$ cat src/rtl/imem_boot_loader_if.sv
// Valid/ready instruction word stream feeding the boot loader.
interface imem_boot_loader_if #(
  parameter int unsigned DATA_W = 32
) ();
  logic              s_valid;
  logic              s_ready;
  logic [DATA_W-1:0] s_data;
  logic              s_last;

  modport master (output s_valid, output s_data, output s_last, input  s_ready);
  modport slave  (input  s_valid, input  s_data, input  s_last, output s_ready);
endinterface

$ cat src/rtl/imem_boot_loader.sv
// Streams a program into the CPU instruction memory, optionally pads the rest
// with a fill word, and holds the CPU in reset until the image is complete.
module imem_boot_loader #(
  parameter int unsigned       DATA_W      = 32,
  parameter int unsigned       ADDR_W      = 32,
  parameter int unsigned       DEPTH       = 64,
  parameter int unsigned       STRIDE      = 4,
  parameter bit                PAD_EN      = 1'b1,
  parameter logic [DATA_W-1:0] PAD_WORD    = '0,
  parameter int unsigned       RELEASE_CYC = 4
) (
  input  logic                       clk,
  input  logic                       rst,
  input  logic                       start,
  imem_boot_loader_if.slave          s,
  output logic                       initialize,
  output logic [DATA_W-1:0]          instruction_initialize_data,
  output logic [ADDR_W-1:0]          instruction_initialize_address,
  output logic                       instr_we,
  output logic                       cpu_rst,
  output logic                       done,
  output logic                       error,
  output logic [$clog2(DEPTH+1)-1:0] word_count,
  output logic [DATA_W-1:0]          checksum
);
  localparam int unsigned CNT_W = $clog2(DEPTH + 1);
  localparam int unsigned REL_W = $clog2(RELEASE_CYC + 1);

  typedef enum logic [2:0] {IDLE, LOAD, PAD, RELEASE, RUN, FAULT} state_e;

  state_e              state_q, state_d;
  logic [CNT_W-1:0]    count_q, count_d;
  logic [DATA_W-1:0]   checksum_q, checksum_d;
  logic [DATA_W-1:0]   data_q, data_d;
  logic [ADDR_W-1:0]   addr_q, addr_d;
  logic [REL_W-1:0]    rel_q, rel_d;
  logic                we_q, we_d;
  logic                ready_q, ready_d;
  logic                init_q, init_d;
  logic                cpu_rst_q, cpu_rst_d;
  logic                done_q, done_d;
  logic                error_q, error_d;
  logic                accept;
  logic                last_slot;

  assign accept    = s.s_valid & ready_q;
  assign last_slot = (count_q == CNT_W'(DEPTH - 1));

  // State register
  always_ff @(posedge clk or negedge rst) begin
    if (!rst) state_q <= IDLE;
    else      state_q <= state_d;
  end

  // Next-state logic
  always_comb begin
    state_d = state_q;
    case (state_q)
      IDLE, RUN, FAULT: if (start) state_d = LOAD;
      LOAD: begin
        if (accept) begin
          if (s.s_last)       state_d = (PAD_EN && !last_slot) ? PAD : RELEASE;
          else if (last_slot) state_d = FAULT;
        end
      end
      PAD:     if (last_slot) state_d = RELEASE;
      RELEASE: if (rel_q == REL_W'(RELEASE_CYC - 1)) state_d = RUN;
      default: state_d = IDLE;
    endcase
  end

  // Output and datapath next values; control outputs follow the next state
  always_comb begin
    count_d    = count_q;
    checksum_d = checksum_q;
    data_d     = data_q;
    addr_d     = addr_q;
    we_d       = 1'b0;
    rel_d      = '0;
    case (state_q)
      IDLE, RUN, FAULT: begin
        if (start) begin
          count_d    = '0;
          checksum_d = '0;
        end
      end
      LOAD: begin
        if (accept) begin
          we_d       = 1'b1;
          data_d     = s.s_data;
          addr_d     = ADDR_W'(count_q) * ADDR_W'(STRIDE);
          count_d    = count_q + CNT_W'(1);
          checksum_d = checksum_q + s.s_data;
        end
      end
      PAD: begin
        we_d    = 1'b1;
        data_d  = PAD_WORD;
        addr_d  = ADDR_W'(count_q) * ADDR_W'(STRIDE);
        count_d = count_q + CNT_W'(1);
      end
      RELEASE: rel_d = rel_q + REL_W'(1);
      default: ;
    endcase
    ready_d   = (state_d == LOAD);
    // Load mode stays up through the cycle carrying the final strobe.
    init_d    = (state_d == LOAD) || (state_d == PAD) || we_d;
    cpu_rst_d = (state_d != RUN);
    done_d    = (state_d == RUN);
    error_d   = (state_d == FAULT);
  end

  // Registered datapath and outputs
  always_ff @(posedge clk or negedge rst) begin
    if (!rst) begin
      count_q    <= '0;
      checksum_q <= '0;
      data_q     <= '0;
      addr_q     <= '0;
      rel_q      <= '0;
      we_q       <= 1'b0;
      ready_q    <= 1'b0;
      init_q     <= 1'b0;
      cpu_rst_q  <= 1'b1;
      done_q     <= 1'b0;
      error_q    <= 1'b0;
    end else begin
      count_q    <= count_d;
      checksum_q <= checksum_d;
      data_q     <= data_d;
      addr_q     <= addr_d;
      rel_q      <= rel_d;
      we_q       <= we_d;
      ready_q    <= ready_d;
      init_q     <= init_d;
      cpu_rst_q  <= cpu_rst_d;
      done_q     <= done_d;
      error_q    <= error_d;
    end
  end

  assign s.s_ready                      = ready_q;
  assign initialize                     = init_q;
  assign instruction_initialize_data    = data_q;
  assign instruction_initialize_address = addr_q;
  assign instr_we                       = we_q;
  assign cpu_rst                        = cpu_rst_q;
  assign done                           = done_q;
  assign error                          = error_q;
  assign word_count                     = count_q;
  assign checksum                       = checksum_q;
endmodule

$ cat src/flat_wrapper.sv
// flat-port wrapper written by rule: the top's interface ports become plain ports
module imem_boot_loader_flat 
#(
  parameter int unsigned       DATA_W      = 32,
  parameter int unsigned       ADDR_W      = 32,
  parameter int unsigned       DEPTH       = 64,
  parameter int unsigned       STRIDE      = 4,
  parameter bit                PAD_EN      = 1'b1,
  parameter logic [DATA_W-1:0] PAD_WORD    = '0,
  parameter int unsigned       RELEASE_CYC = 4
)
  (clk, rst, start, initialize, instruction_initialize_data, instruction_initialize_address, instr_we, cpu_rst, done, error, word_count, checksum, s_s_valid, s_s_data, s_s_last, s_s_ready);
  imem_boot_loader_if #(.DATA_W(DATA_W)) s_i ();
  input  logic clk;
  input  logic rst;
  input  logic start;
  output logic initialize;
  output logic [DATA_W-1:0] instruction_initialize_data;
  output logic [ADDR_W-1:0] instruction_initialize_address;
  output logic instr_we;
  output logic cpu_rst;
  output logic done;
  output logic error;
  output logic [$clog2(DEPTH+1)-1:0] word_count;
  output logic [DATA_W-1:0] checksum;
  input wire logic [$bits(s_i.s_valid)-1:0] s_s_valid;
  input wire logic [$bits(s_i.s_data)-1:0] s_s_data;
  input wire logic [$bits(s_i.s_last)-1:0] s_s_last;
  output wire logic [$bits(s_i.s_ready)-1:0] s_s_ready;
  assign s_i.s_valid = s_s_valid;
  assign s_i.s_data = s_s_data;
  assign s_i.s_last = s_s_last;
  assign s_s_ready = s_i.s_ready;
  imem_boot_loader #(.DATA_W(DATA_W), .ADDR_W(ADDR_W), .DEPTH(DEPTH), .STRIDE(STRIDE), .PAD_EN(PAD_EN), .PAD_WORD(PAD_WORD), .RELEASE_CYC(RELEASE_CYC)) u_core (.clk(clk), .rst(rst), .start(start), .s(s_i), .initialize(initialize), .instruction_initialize_data(instruction_initialize_data), .instruction_initialize_address(instruction_initialize_address), .instr_we(instr_we), .cpu_rst(cpu_rst), .done(done), .error(error), .word_count(word_count), .checksum(checksum));
endmodule
$ cat config.mk
export PLATFORM = sky130hd
export DESIGN_NAME = imem_boot_loader_flat
export DESIGN_NICKNAME = d
export VERILOG_FILES = /design/src/rtl/imem_boot_loader_if.sv /design/src/rtl/imem_boot_loader.sv /design/src/flat_wrapper.sv
export SDC_FILE = /design/constraint.sdc
export NUM_CORES = 1
export LEC_CHECK = 0
export ABC_AREA = 1
export CAP_MARGIN = 20
export CORE_MARGIN = 4
export CORE_UTILIZATION = 30
export CTS_BUF_LIST = sky130_fd_sc_hd__clkbuf_8 sky130_fd_sc_hd__clkbuf_16
export CTS_CLUSTER_SIZE = 20
export DETAILED_ROUTE_END_ITERATION = 10
export PLACE_DENSITY = 0.53
export SYNTH_ARGS = -nofsm -noshare
export SYNTH_HDL_FRONTEND = slang
export SYNTH_SLANG_ARGS = --single-unit
$ cat constraint.sdc
create_clock -name clk -period 1.8 [get_ports clk]
set_input_delay 0.18 -clock clk [delete_from_list [all_inputs] [get_ports clk]]
set_output_delay 0.18 -clock clk [all_outputs]
set_load 0.005 [all_outputs]
==> key figures, run 1 <==
Synth
  – Top post-synthesis cells by count: nand2_1 (310), inv_1 (136), dfrtp_1 (89)
  – Mux contribution to synthesized area: 0
  – Largest area contributor in the netlist: dfrtp_1
  – Largest family of logic cells by synthesized area: simple AND/OR/NAND/NOR gates
  – Sequential element share of the synthesized area: 0.3738
  – Top_reg_cell synth: dfrtp_1
  – Synth async-reset ratio: 1.000
  – Simple-gate share of the synthesized area: 0.3068
  – Warnings from Yosys: 0
  – Netlist cell types: 43
  – Post-Synth Adder-Cell Area: 0.07389
  – Area fraction of the dominant cell type after synthesis: 0.3694
  – Complex-gate fraction of the synthesized area: 0.1110
  – Synth area leaders: dfrtp_1 (37%), nand2_1 (19%), inv_1 (8.5%), ha_1 (7.1%), a22o_1 (4.9%)
  – XOR/XNOR Fraction of Synth Area: 0.002906
  – EDFF count, synth: 0
  – Synth Register Bits: 90
  – Most common cell in the synthesized netlist: nand2_1
  – Cells after synthesis: 853
  – Syn_area_per_cell: 7.067 µm²
  – Syn Std Cell Area: 6028 µm²

CTS
  – Clock sink count: 90
  – CTS H-tree depth: 3
  – CTS tree: built
  – Worst-Skew Late Latency: 0.36 ns
  – Clk slew on worst S/H paths: 0.07 ns
  – Root Buffer: clkbuf_16
  – Clock buffer depth: 2
  – CTS Buf Count: 9

Critical path
  – Buf+Inv Stages, Crit Path: 1
  – CP Data Arrival Time: 2.12 ns
  – CP Launch Type: flop
  – Slowest CP cell: dfrtp_1
  – Critical R2R Capture: u_core.checksum[4]
  – Crit end category: flop
  – Crit-path cells: ha_4 -> fa_2 -> nand3_2 -> nand3_4 -> buf_6 -> or2_4 -> a32o_1
  – Delay-heaviest family, CP: adder cells
  – Worst EP required: 2.05 ns
  – CP Class: flop to flop
  – Worst Path Max Fanout: 4
  – Reg2Reg Setup Slack: -0.06 ns
  – Reg2Reg Launch Point: u_core.checksum[0]
  – Max incr delay on CP: 0.41 ns
  – Worst r2r path cells: 7

Timing
  – FMAX: 537.1 MHz
  – Period utilization: 1.034
  – Final hold violations: 0
  – Fin crit period: 1.862 ns
  – RSZ-0062 raised after global routing: true
  – Worst hold margin: 0.4005 ns
  – Max_slew headroom: 0.6561
  – Slew @ Worst Pin: 0.5158 ns
  – Setup TNS: -0.06754 ns
  – Slew Limit Fails: 0
  – Final setup fails: 2
  – Final worst slack: -0.06190 ns
  – Skew final: 0.008352 ns

Power and ir drop
  – Pwr Total: 14.83 mW
  – Pwr per Cell Area: 1568 nW/µm²
  – Sequential fraction of design power: 0.231
  – Combinational Power Share: 0.638
  – Static Leakage: 4.912 nW
  – Clk pwr share: 0.131
  – Worst vdd ir: 0.0006053 V
  – Switching share of power: 0.4192
  – Switching pwr: 6.216 mW
  – Internal power: 8.612 mW

Cells and area
  – Layout cells sized above 1: 0.2800
  – Fin util: 0.4827
  – Final net count: 1149
  – Area Growth Syn to Fin: 56.85%
  – # diodes: 0
  – Final instance area: 9455 µm²
  – Fin cells: 1347

Floorplanning
  – Core Region: 19590 µm²
  – I/O pins: 146
  – Die width: 149.8 µm
  – Starting Density: 0.3077
  – Die height: 149.8 µm
  – Row cnt: 51
  – Die area: 22430 µm²

Placed design
  – Gpl congestion: 0.8748
  – Dpl hpwl: 13950 µm
  – Placed instance count: 1317
  – Place WS: -0.5126 ns
  – Area post-placement: 8158 µm²
  – # port buffers: 120

Routing
  – DRC viols: 0
  – ANT nets after route: 0
  – Number of iterations in the first detailed-routing pass: 4
  – Routed WL: 18670 µm
  – Routed len/inst: 13.86 µm
  – Routed vias/inst: 4.445
  – Vias: 5988
  – 1st-iter DRT viols: 224

GRT
  – Gr usage total: 0.1649
  – Grt total ovfl: 0
  – Initial antenna violation count: 0
  – First-pass GRT wire length: 29170 µm
  – Vias in the first global route: 5725
  – Largest net degree at the start of global routing: 91

Job
  – Max_cap viols: 0

Outcome
  – Failing checks: setup timing
  – Status: complete, but fails checks

Min path
  – Tightest Hold Check Type: input port to async pin
worst min-delay path: stages:
cell,delay (ns)
dlygate4sd3_1,0.52
buf_4,0.11
buf_12,0.38
timing repair:
| action | CTS | global route |
|---|---|---|
| endpoints found under the hold margin | 89 | 0 |
| hold buffers | 1 | 0 |
| endpoints found under the setup margin | 24 | 30 |
| resized for setup | 62 | 142 |
| setup buffers | 3 | 11 |
| pin swaps | 17 | 49 |
cells in the final DEF, fill, tap and decap left out, drive strengths merged, types with 2 or more instances in the layout:
cell and count:
buf 108, a22o 34, a21oi 35, clkdlybuf4s50 119
dfrtp 89, nand4 3, ha 34, inv 143
a211oi 2, a31oi 2, and2 3, or2 4
conb 25, nor3 7, clkbuf 9, clkinvlp 2
nor2 58, nand3 56, nand2 311, clkinv 2
o21ai 23
cell type report:
cell class | count | area, µm²
inverters | 140 | 530.5
multi-input cells | 608 | 3954
flip-flops and latches | 90 | 2253
repair buffers | 228 | 2090
fillers | 1979 | 10130
well taps | 265 | 331.6
clock inverters | 7 | 71.32
clock buffers | 9 | 225.2
sequential cells by signal, summed over array words and instances, names as in the netlist:
register / count
u_core.checksum: 32
u_core.instruction_initialize_data: 32
u_core.instruction_initialize_address: 7
u_core.word_count: 7
u_core.rel_q: 3
u_core.state_q: 3
u_core.cpu_rst: 1
u_core.done: 1
u_core.error: 1
u_core.initialize: 1
u_core.instr_we: 1
u_core.s.s_ready: 1
worst max-delay path by stage:
stage | startpoint | endpoint | slack, ns | cells after the start
2_1_floorplan | u_core.checksum[0] | u_core.checksum[24] | 0.03 | 12
3_3_place_gp | s_s_data[0] | u_core.checksum[28] | -0.53 | 11
3_5_place_dp | s_s_data[0] | u_core.checksum[28] | -0.51 | 11
4_1_cts | u_core.checksum[0] | u_core.checksum[24] | -0.07 | 13
5_1_grt | u_core.checksum[0] | u_core.checksum[22] | -0.13 | 13
6_report | u_core.checksum[0] | u_core.checksum[4] | -0.06 | 7
per-layer routing:
metal	global-route usage	share of wire	routed length, µm
met1	0.2252	0.47	8795
met2	0.2701	0.47	8734
met3	0.02847	0.050	937
met4	0.04529	0.011	198
met5	0	0	0
logic make-up after synthesis:
kind of cell | after synthesis
compound gates | 102
buf+inv | 179
xor+xnor | 2
other cells | 1
fa+ha+maj | 35
flops | 90
simple gates | 444
power by group through the flow:
stage / registers [mW] / logic, mW / clock network (mW)
2_1_floorplan: 3.43 / 3.89 / 0
3_3_place_gp: 3.33 / 8.06 / 0
3_5_place_dp: 3.33 / 8.10 / 0
4_1_cts: 3.37 / 8.57 / 2.00
5_1_grt: 3.54 / 10.5 / 2.08
6_report: 3.42 / 9.46 / 1.94
Power figures use the tool's default switching activity.
==> inputs of run 2 (changes only) <==
CELL_PAD_IN_SITES_DETAIL_PLACEMENT = 1   (was not set)
CELL_PAD_IN_SITES_GLOBAL_PLACEMENT = 1   (was not set)
CORE_UTILIZATION = 32   (was 30)
PLACE_DENSITY = 0.75   (was 0.53)
SLEW_MARGIN = 20   (was not set)
==> run 2 against run 1 <==
Against the previous run: the flow still finishes with violations (setup timing); clock skew increased by 0.0032 ns; critical path depth is 2 higher; global-route usage grew 3.4 points; flip-flop and latch count did not move; hold slack improved by 0.00062 ns; total power up 7.2%; register-to-register slack got worse by 0.03 ns; design area rose by 1.7%; via count up 8.6%; sequential share of layout area shrank 0.40 points; first-iteration DRC count grew 46%; critical path type unchanged; critical endpoint is now u_core.checksum[10]; largest cell class unchanged.
==> key figures, run 2 (synthesized netlist as in run 1, its figures left out) <==
Placed design
  – Dpl hpwl: 15740 µm
  – # port buffers: 120
  – Placed instance count: 1283
  – Gpl congestion: 0.8699

Power and ir drop
  – Worst vdd ir: 0.0006040 V
  – Pwr Total: 15.90 mW
  – Static Leakage: 5.009 nW
  – Pwr per Cell Area: 1653 nW/µm²

Routing
  – Routed vias/inst: 4.913
  – 1st-iter DRT viols: 327
  – Routed WL: 23870 µm
  – DRC viols: 0
  – ANT nets after route: 0
  – Vias: 6500
  – Number of iterations in the first detailed-routing pass: 4
  – Routed len/inst: 18.04 µm

Cells and area
  – Area Growth Syn to Fin: 59.55%
  – Layout cells sized above 1: 0.3016
  – # diodes: 0
  – Fin cells: 1323
  – Final net count: 1161
  – Commonest non-fill, non-tap cell in the layout: nand2_1
  – Commonest cells after routing, fill and taps aside: nand2_1 (247), inv_1 (124), clkdlybuf4s50_1 (117), buf_4 (107), dfrtp_1 (89)

Timing
  – Fin crit period: 1.887 ns
  – Final hold violations: 0
  – RSZ-0062 raised after global routing: true
  – Slew Limit Fails: 0
  – Max_slew headroom: 0.6633
  – Slew @ Worst Pin: 0.5051 ns
  – Final setup fails: 12
  – Final worst slack: -0.08726 ns
  – Period utilization: 1.048
  – FMAX: 529.9 MHz
  – Skew final: 0.01159 ns

Critical path
  – Crit end category: flop
  – CP Data Arrival Time: 2.14 ns
  – Crit-path cells: ha_4 -> fa_2 -> buf_4 -> buf_6 -> nand2_4 -> nand3_4 -> or2_4 -> nand3_1 -> nand2_1
  – CP Class: flop to flop
  – Max incr delay on CP: 0.41 ns
  – Delay-heaviest family, CP: adder cells
  – Worst r2r path cells: 9
  – CP Launch Type: flop
  – Worst Path Max Fanout: 3
  – Reg2Reg Setup Slack: -0.09 ns
  – Worst path depth: 9
  – Worst EP required: 2.05 ns
  – Slowest CP cell: dfrtp_1
  – Buf+Inv Stages, Crit Path: 2

Outcome
  – Failing checks: setup timing
  – Status: complete, but fails checks

GRT
  – Gr usage total: 0.1991
  – Met1 Track Usage GR: 0.2547
  – GRT Max-Usage Layer: met2
  – Initial antenna violation count: 0
  – GRT met2 Usage: 0.3442
  – Vias in the first global route: 6698
  – Grt total ovfl: 0
  – Routing usage on met3: 0.03742
  – First-pass GRT wire length: 34690 µm
  – Largest net degree at the start of global routing: 91

Floorplanning
  – I/O pins: 146
  – Die area: 21100 µm²
  – Die height: 145.3 µm
  – Core Region: 18270 µm²
  – Die width: 145.3 µm
  – Starting Density: 0.3300
  – Row cnt: 49

CTS
  – Clk slew on worst S/H paths: 0.08 ns
  – CTS tree: built
  – Worst-Skew Late Latency: 0.36 ns
  – CTS Buf Count: 9
  – Clock sink count: 90
  – Root Buffer: clkbuf_16
  – CTS H-tree depth: 3
  – Clock buffer depth: 2

Min path
  – Tightest Hold Check Type: input port to async pin

Job
  – Max_cap viols: 0
[run 2: path summary, 6_finish.rpt]
path / end / startpoint
hold reg to reg: u_core.rel_q[0] / u_core.rel_q[0]
hold / removal: u_core.instruction_initialize_data[5] / rst
min in group clk: u_core.rel_q[0] / u_core.rel_q[0]
setup / recovery: u_core.checksum[10] / u_core.checksum[0]
setup reg to reg: u_core.checksum[10] / u_core.checksum[0]
max in group asynchronous: u_core.checksum[29] / rst
[run 2: cell type report]
type,count,area (µm²)
Clock buffer,10,239.0
Clock inverter,6,77.57
Fill cell,2198,8652
Inverter,140,528.0
Multi-Input combinational cell,609,4036
Sequential cell,90,2253
Tap cell,229,286.5
Timing Repair Buffer,239,2197
[run 2: stage by stage]
step           utilization  area, µm²  setup WS (ns)  hold slack (ns)  TNS (ns)
2_1_floorplan            -       6123        0.03396          -0.1156         0
3_3_place_gp        0.4449       8128        -0.4847           0.2791    -8.999
3_5_place_dp        0.4449       8128        -0.5103           0.2742    -9.867
4_1_cts             0.4873       8902       -0.09736           0.4345   -0.4227
5_1_grt             0.5264       9618        -0.1941           0.4473    -2.449
6_report            0.5264       9618       -0.08726           0.4011   -0.4949
[run 2: timing repair]
action                                  in CTS  in global routing
gates resized for setup                     84                146
pin swaps                                   12                 33
setup buffers                                4                 19
hold buffers                                 1                  0
endpoints found under the hold margin       89                  0
endpoints found under the setup margin      26                 36
cloned                                       0                  1
[run 2: power breakdown]
group	switching, mW	internal, mW
logic	5.30	5.02
clock network	0.965	1.15
registers	0.635	2.83
[run 2: worst register-to-register path: cells and delay by family, from the launching register on]
kind / cells / cell delay [ns]
flip-flops: 1 / 0.41
AND/OR/NAND/NOR: 5 / 0.53
adder cells (fa/ha/maj): 2 / 0.56
buffers and inverters: 2 / 0.28
[run 2: layer usage]
metal  wire, µm  up-vias
li1           -     3117
met1      10270     3143
met2      11770      183
met3       1082       57
met4        745        0
met5          0        -
